### config.mk
export PLATFORM = sky130hd
export DESIGN_NAME = pipelined_chunk_adder
export DESIGN_NICKNAME = d
export VERILOG_FILES = /design/src/rtl/pipelined_chunk_adder.sv
export SDC_FILE = /design/constraint.sdc
export NUM_CORES = 1
export LEC_CHECK = 0
export CAP_MARGIN = 20
export CORE_UTILIZATION = 57
export CTS_CLUSTER_DIAMETER = 120
export CTS_CLUSTER_SIZE = 10
export DETAILED_ROUTE_END_ITERATION = 7
export DONT_BUFFER_PORTS = 1
export PLACE_DENSITY = 0.75
export SYNTH_ARGS = -nofsm -noshare
export SYNTH_HDL_FRONTEND = slang
export SYNTH_SLANG_ARGS = --single-unit
### constraint.sdc
create_clock -name clk -period 3.15 [get_ports clk]
set_input_delay 0.63 -clock clk [delete_from_list [all_inputs] [get_ports clk]]
set_output_delay 0.63 -clock clk [all_outputs]
set_load 0.05 [all_outputs]
### src/rtl/pipelined_chunk_adder.sv
// Pipelined ripple-carry adder/subtractor, CHUNK bits per stage, valid/ready.
// Optional macro PIPE_ADD_OVF_EN adds a pipelined signed-overflow flag (ovf).
module pipelined_chunk_adder #(
  parameter int WIDTH = 16,
  parameter int CHUNK = 4
) (
  input  logic             clk,
  input  logic             rst,
  input  logic             in_valid,
  output logic             in_ready,
  input  logic [WIDTH-1:0] a,
  input  logic [WIDTH-1:0] b,
  input  logic             cin,
  input  logic             sub,
  output logic             out_valid,
  input  logic             out_ready,
  output logic [WIDTH-1:0] sum,
  output logic             cout
`ifdef PIPE_ADD_OVF_EN
  ,
  output logic             ovf
`endif
);

  localparam int STAGES = (CHUNK < 1) ? 1 : WIDTH / CHUNK;
  localparam int L      = STAGES - 1;

  if (CHUNK < 1 || (WIDTH % CHUNK) != 0) begin : g_bad_cfg
    $error("pipelined_chunk_adder: WIDTH must be a multiple of CHUNK >= 1");
  end

  // Skewed operands (upper slices still to add), deskewed partial sums,
  // inter-stage carries and per-stage valid flags.
  logic [WIDTH-1:0]  r_a [STAGES];
  logic [WIDTH-1:0]  r_b [STAGES];
  logic [WIDTH-1:0]  r_s [STAGES];
  logic [STAGES-1:0] r_c;
  logic [STAGES-1:0] r_v;

  logic [WIDTH-1:0]  w_ia [STAGES];
  logic [WIDTH-1:0]  w_ib [STAGES];
  logic [WIDTH-1:0]  w_is [STAGES];
  logic [WIDTH-1:0]  w_os [STAGES];
  logic [CHUNK:0]    w_part [STAGES];
  logic [STAGES-1:0] w_ic;
  logic [STAGES-1:0] w_iv;
  logic [STAGES-1:0] w_oc;

  logic             w_stall;
  logic [WIDTH-1:0] w_bp;
  logic             w_c0;

  assign w_bp     = sub ? ~b : b;
  assign w_c0     = sub | cin;
  assign w_stall  = r_v[L] & ~out_ready;
  assign in_ready = ~w_stall;

  // Per-stage slice add: stage k consumes slice k with the carry from k-1.
  always_comb begin
    w_ia[0] = a;
    w_ib[0] = w_bp;
    w_is[0] = '0;
    w_ic[0] = w_c0;
    w_iv[0] = in_valid;
    for (int k = 1; k < STAGES; k++) begin
      w_ia[k] = r_a[k-1];
      w_ib[k] = r_b[k-1];
      w_is[k] = r_s[k-1];
      w_ic[k] = r_c[k-1];
      w_iv[k] = r_v[k-1];
    end
    for (int k = 0; k < STAGES; k++) begin
      w_part[k] = {1'b0, w_ia[k][k*CHUNK +: CHUNK]}
                + {1'b0, w_ib[k][k*CHUNK +: CHUNK]}
                + {{CHUNK{1'b0}}, w_ic[k]};
      w_os[k] = w_is[k];
      w_os[k][k*CHUNK +: CHUNK] = w_part[k][CHUNK-1:0];
      w_oc[k] = w_part[k][CHUNK];
    end
  end

  // Advance the whole pipeline unless the output word is stalled.
  always_ff @(posedge clk) begin
    if (rst) begin
      for (int k = 0; k < STAGES; k++) begin
        r_a[k] <= '0;
        r_b[k] <= '0;
        r_s[k] <= '0;
      end
      r_c <= '0;
      r_v <= '0;
    end else if (!w_stall) begin
      for (int k = 0; k < STAGES; k++) begin
        r_a[k] <= w_ia[k];
        r_b[k] <= w_ib[k];
        r_s[k] <= w_os[k];
      end
      r_c <= w_oc;
      r_v <= w_iv;
    end
  end

  assign out_valid = r_v[L];
  assign sum       = r_s[L];
  assign cout      = r_c[L];

`ifdef PIPE_ADD_OVF_EN
  logic r_ovf;
  logic w_ovf;

  // Carry into the MSB is recovered as a^b'^s at that bit.
  assign w_ovf = w_ia[L][WIDTH-1] ^ w_ib[L][WIDTH-1]
               ^ w_os[L][WIDTH-1] ^ w_oc[L];

  // Overflow flag travels with the last stage and holds on stall.
  always_ff @(posedge clk) begin
    if (rst) begin
      r_ovf <= 1'b0;
    end else if (!w_stall) begin
      r_ovf <= w_ovf;
    end
  end

  assign ovf = r_ovf;
`endif

endmodule
==> results_dict.tcl, run 1 <==
set metrics [dict create \
    status "completed" \
    worstPathRequired_ns 2.52 \
    place_congestion 0.702 \
    ys_warn_count 0 \
    max_stage_delay_ns 0.64 \
    cts_root_buf "clkbuf_8" \
    crit_path_end_kind "output port" \
    dr_total_vias 2145 \
    avgSynthCellArea_sq_um 14.3 \
    ant_nets 0 \
    rsz0062_at_grt "false" \
    r2r_slack_ns 0.86 \
    fmax_mhz 404 \
    syn-num-nets 357 \
    die_area_sq_um 7870 \
    io_pins 57 \
    tightest_slew_ns 0.875 \
    synthesis.instances 299 \
    grt_max_degree 53 \
    wl_per_cell_microns 15.0 \
    start_util 0.591 \
    grt_pass1_wl_microns 9410 \
    hold_buffers 0 \
    r2r_end "r_s[1][0]" \
    critPathLaunchType "flop" \
    finalHoldViolCount 0 \
    routed_via_density 5.42 \
    final_cell_mix "edfxtp_1 (88), and3_1 (67), nor2_1 (20)" \
    min_period_over_period 0.787 \
    htree_num_levels 3 \
    path_cells "nor2b_4 > inv_2" \
    final_common_cell "edfxtp_1" \
    maxSlewViolCount 0 \
    n_fill_cell 566 \
    dieHeight_microns 88.7 \
    hold_path.class "in2reg" \
    num_rows 31 \
    die_width_microns 88.7 \
    whs_path_depth 1 \
    skew_ns 0.0104 \
    numPortBuffers 0 \
    cts_buffer_depth 2 \
    worstReg2RegStart "r_v[3]" \
    multi_input_area_sq_um 1280 \
    antenna_found_initial 0 \
    crit_type "reg2out" \
    hpwl_microns 3720 \
    drt-total-wl_microns 5950 \
    setup_violations 0 \
    p_total_mw 2.58 \
    fin_util 0.619 \
    core_sq_um 7250 \
    drive_gt1_frac 0.0842 \
    clock_sinks 96 \
    min_from "rst" \
    crit_path_top_delay_cell "dfxtp_1" \
    clk_pin_slew_ns 0.09 \
    seqCellArea_sq_um 2800 \
    ys_seq_area_frac 0.654 \
    drc 0 \
    cp.arrival_ns 1.85 \
    diodes 0 \
    dr.first_iter.drc_count 153 \
    vdd_drop_max_uv 269 \
    powerDensity_nw_per_um2 574 \
    tns_ns 0 \
    cap_violations 0 \
    tritoncts "yes" \
    first_global_vias 1947 \
    grt_overflow 0 \
    numCtsBuffers 9 \
    dp_slack_ns 0.867 \
    postCtsSetupRepairBufs 0 \
    ys_seq_elements 96 \
    netlist_area_sq_um 4290 \
    yosysUniqueCellTypes 29 \
    cts_resized 0 \
    min_to "r_v[0]" \
    p_leak_nw 2.07 \
    fin_ws_ns 0.672 \
    nets 350 \
    first_pass_iters 4 \
    crit_fanout 46 \
    area_growth_pct 4.79 \
    grt_usage 0.167 \
    clk_latency_ns 0.36 \
    min_period_ns 2.48 \
    relSlewSlack 0.416 \
    r2r_cells 4 \
]
-- cell families after synthesis --
family	share of synthesized area
XOR/XNOR	0.0388
buffers and inverters	0.0485
multiplexers	0.00934
AND/OR/NAND/NOR	0.143
AO/OA/AOI/OAI	0.0339
adder cells (fa/ha/maj)	0.0724
flip-flops	0.654
-- worst max path at each step --
stage	from	endpoint	slack [ns]	cells past startpoint
detailed placement	r_v[3]	r_s[1][0]	0.87	4
CTS	r_v[3]	in_ready	0.64	2
floorplan	sub	r_c[0]	0.61	8
finish	r_v[3]	in_ready	0.67	2
global placement	r_v[3]	r_s[3][6]	0.91	4
global route	r_v[3]	in_ready	0.55	2
-- state kept, by name, indices dropped and copies added, names as in the netlist --
| signal | flops |
|---|---|
| r_a | 24 |
| r_s | 40 |
| r_v | 4 |
| r_c | 4 |
| r_b | 24 |
-- worst max-delay path: cells and delay by family (launching register included) --
family | cells | cell delay [ns]
buf+inv | 1 | 0.42
flops | 1 | 0.64
simple gates | 1 | 0.43
-- through the flow --
step | std cells | cell area, sq um | hold WS, ns
after floorplan | 299 | 4290 | 0.430
after global placement | 380 | 4270 | 0.432
after detailed placement | 380 | 4270 | 0.437
after CTS | 396 | 4490 | 0.313
after global routing | 396 | 4490 | 0.311
final | 396 | 4490 | 0.330
-- power breakdown --
group          switching, mW  internal, mW
clock network          0.416         0.447
logic                 0.0814        0.0847
registers             0.0680          1.48
total                  0.566          2.01
-- cells in the mapped netlist (all sizes together) --
cell / count / area share
edfxtp: 88 / 0.62
and3: 67 / 0.098
nor2: 20 / 0.018
buf: 19 / 0.041
xnor2: 15 / 0.031
a21oi: 13 / 0.015
ha: 12 / 0.035
dfxtp: 8 / 0.037
fa: 8 / 0.037
nand2: 8 / 0.0088
a21o: 7 / 0.012
inv: 5 / 0.0050
mux2i: 4 / 0.0093
nand3: 4 / 0.0047
o21ai: 4 / 0.0047
or3: 4 / 0.0058
xor2: 4 / 0.0082
clkbuf: 3 / 0.0026
nor2b: 3 / 0.0061
a211oi: 1 / 0.0018
nor3: 1 / 0.0012
or2: 1 / 0.0015
-- area by class of cell --
| cell class | count | area share |
|---|---|---|
| sequential | 96 | 0.624 |
| multi-input combinational | 176 | 0.286 |
| clock buffer | 9 | 0.0276 |
| tap | 99 | 0.0276 |
| clock inverter | 7 | 0.0209 |
| timing repair buffer | 4 | 0.00947 |
| inverter | 5 | 0.00474 |
-- metal layers --
metal | vias to the layer above | track usage | part of all wire
met3 | 12 | 0.0373 | 0.046
met4 | 0 | 0.0968 | 0.024
met1 | 1003 | 0.234 | 0.46
met5 | - | 0 | 0
met2 | 58 | 0.240 | 0.47
li1 | 1072 | - | -
Power figures use the tool's default switching activity.
==> inputs of run 2 (changes only) <==
--- a/config.mk
+++ b/config.mk
@@ -11,7 +11,7 @@
 export CTS_CLUSTER_SIZE = 10
 export DETAILED_ROUTE_END_ITERATION = 7
 export DONT_BUFFER_PORTS = 1
-export PLACE_DENSITY = 0.75
+export PLACE_DENSITY = 0.72
 export SYNTH_ARGS = -nofsm -noshare
 export SYNTH_HDL_FRONTEND = slang
 export SYNTH_SLANG_ARGS = --single-unit
==> constraint.sdc (replaced) <==
create_clock -name clk -period 2.5 [get_ports clk]
set_input_delay 0.5 -clock clk [delete_from_list [all_inputs] [get_ports clk]]
set_output_delay 0.5 -clock clk [all_outputs]
set_load 0.05 [all_outputs]
==> run 2 against run 1 <==
Net effect: highest routed layer unchanged; die area stayed put; cell area up 1.0%; non-clock buffer count increased by 1; core utilization is 0.62 points higher; sequential power increased by 26%; combinational power rose by 31%; hold slack got worse by 0.12 ns; count of clock-buffer cells in the layout unchanged; wire length grew 4.0%.
==> results_dict.tcl, run 2 (synthesized netlist as in run 1, its figures left out) <==
set metrics [dict create \
    min_to "r_v[1]" \
    drt-total-wl_microns 6190 \
    r2r_slack_ns 0.69 \
    numCtsBuffers 9 \
    routed_via_density 5.45 \
    die_width_microns 88.7 \
    cp.arrival_ns 1.34 \
    hpwl_microns 3910 \
    diodes 0 \
    r2r_end "r_c[3]" \
    die_area_sq_um 7870 \
    num_rows 31 \
    placedCellCount 381 \
    cap_violations 0 \
    multi_input_area_sq_um 1280 \
    crit_type "reg2out" \
    drc 0 \
    p_total_mw 3.37 \
    min_from "rst" \
    hold_buffers 0 \
    dr.first_iter.drc_count 131 \
    area_growth_pct 5.84 \
    grt_pass1_wl_microns 9830 \
    final_common_cell "edfxtp_1" \
    maxSlewViolCount 0 \
    crit_path_top_delay_cell "dfxtp_1" \
    setup_violations 0 \
    grt_overflow 0 \
    vdd_drop_max_uv 309 \
    fmax_mhz 543 \
    hold_path.class "in2reg" \
    dr_total_vias 2162 \
    largest_register_ffs 40 \
    n_fill_cell 565 \
    htree_num_levels 3 \
    min_period_ns 1.84 \
    whs_path_depth 1 \
    critPathBufInv 1 \
    place_congestion 0.796 \
    finalHoldViolCount 0 \
    rsz0062_at_grt "false" \
    stdcell_count 397 \
    cts_resized 0 \
    powerDensity_nw_per_um2 742 \
    crit_path_end_kind "output port" \
    regMostFlops "r_s" \
    worstPathRequired_ns 2.00 \
    reg.largest.list "r_s: 40 flops, r_a: 24 flops, r_b: 24 flops" \
    fin_util 0.625 \
    crit_family "flip-flops" \
    io_pins 57 \
    critPathLaunchType "flop" \
    startpoint "r_v[3]" \
    p_leak_nw 2.09 \
    r2r_cells 5 \
    tns_ns 0 \
    max_stage_delay_ns 0.35 \
    status "completed" \
    first_global_vias 2065 \
    final_cell_mix "edfxtp_1 (88), and3_1 (67), nor2_1 (20)" \
    tritoncts "yes" \
    start_util 0.591 \
    ant_nets 0 \
    skew_ns 0.00878 \
    cts_root_buf "clkbuf_8" \
    clk_pin_slew_ns 0.09 \
    antenna_found_initial 0 \
    cts_buffer_depth 2 \
    min_period_over_period 0.737 \
    grt_usage 0.172 \
    grt_max_degree 53 \
    clock_sinks 96 \
    postCtsSetupRepairBufs 0 \
    drive_gt1_frac 0.0906 \
    tightest_slew_ns 0.535 \
    wl_per_cell_microns 15.6 \
    worstReg2RegStart "r_b[0][44]" \
    clk_latency_ns 0.36 \
    nets 351 \
    crit_fanout 18 \
    dieHeight_microns 88.7 \
    relSlewSlack 0.643 \
    seqCellArea_sq_um 2800 \
    numPortBuffers 0 \
    first_pass_iters 4 \
    path_cells "nor2b_4 > inv_2" \
    core_sq_um 7250 \
]
## run 2: how the worst max path moves through the flow
stage | endpoint | cells past startpoint
3_5_place_dp | r_c[0] | 6
3_3_place_gp | r_c[0] | 6
6_report | in_ready | 2
4_1_cts | in_ready | 2
5_1_grt | in_ready | 2
2_1_floorplan | r_c[0] | 8
## run 2: routing by layer
metal | wire length (microns) | GRT usage | vias to the layer above
li1 | - | - | 1074
met5 | 0 | 0 | -
met4 | 93 | 0.0850 | 0
met1 | 2720 | 0.217 | 1033
met3 | 227 | 0.0326 | 9
met2 | 3140 | 0.285 | 46
## run 2: where the power goes
| group | total (mW) | switching (mW) | internal, mW |
|---|---|---|---|
| Sequential | 1.95 | 0.0859 | 1.87 |
| Clock | 1.20 | 0.530 | 0.666 |
| Combinational | 0.217 | 0.107 | 0.109 |
| Total | 3.37 | 0.724 | 2.64 |
## run 2: stage by stage
step           worst slack [ns]  hold slack (ns)  cell area (sq um)
5_1_grt                   0.536            0.187               4540
3_3_place_gp              0.392            0.434               4290
6_report                  0.658            0.207               4540
3_5_place_dp              0.348            0.443               4290
2_1_floorplan            0.0940            0.430               4290
4_1_cts                   0.628            0.189               4540
## run 2: cell type report
cell class                 instances  area share
tap                               99      0.0273
sequential                        96       0.618
multi-input combinational        176       0.283
clock buffer                       9      0.0273
inverter                           5     0.00469
timing repair buffer               5      0.0138
clock inverter                     7      0.0262
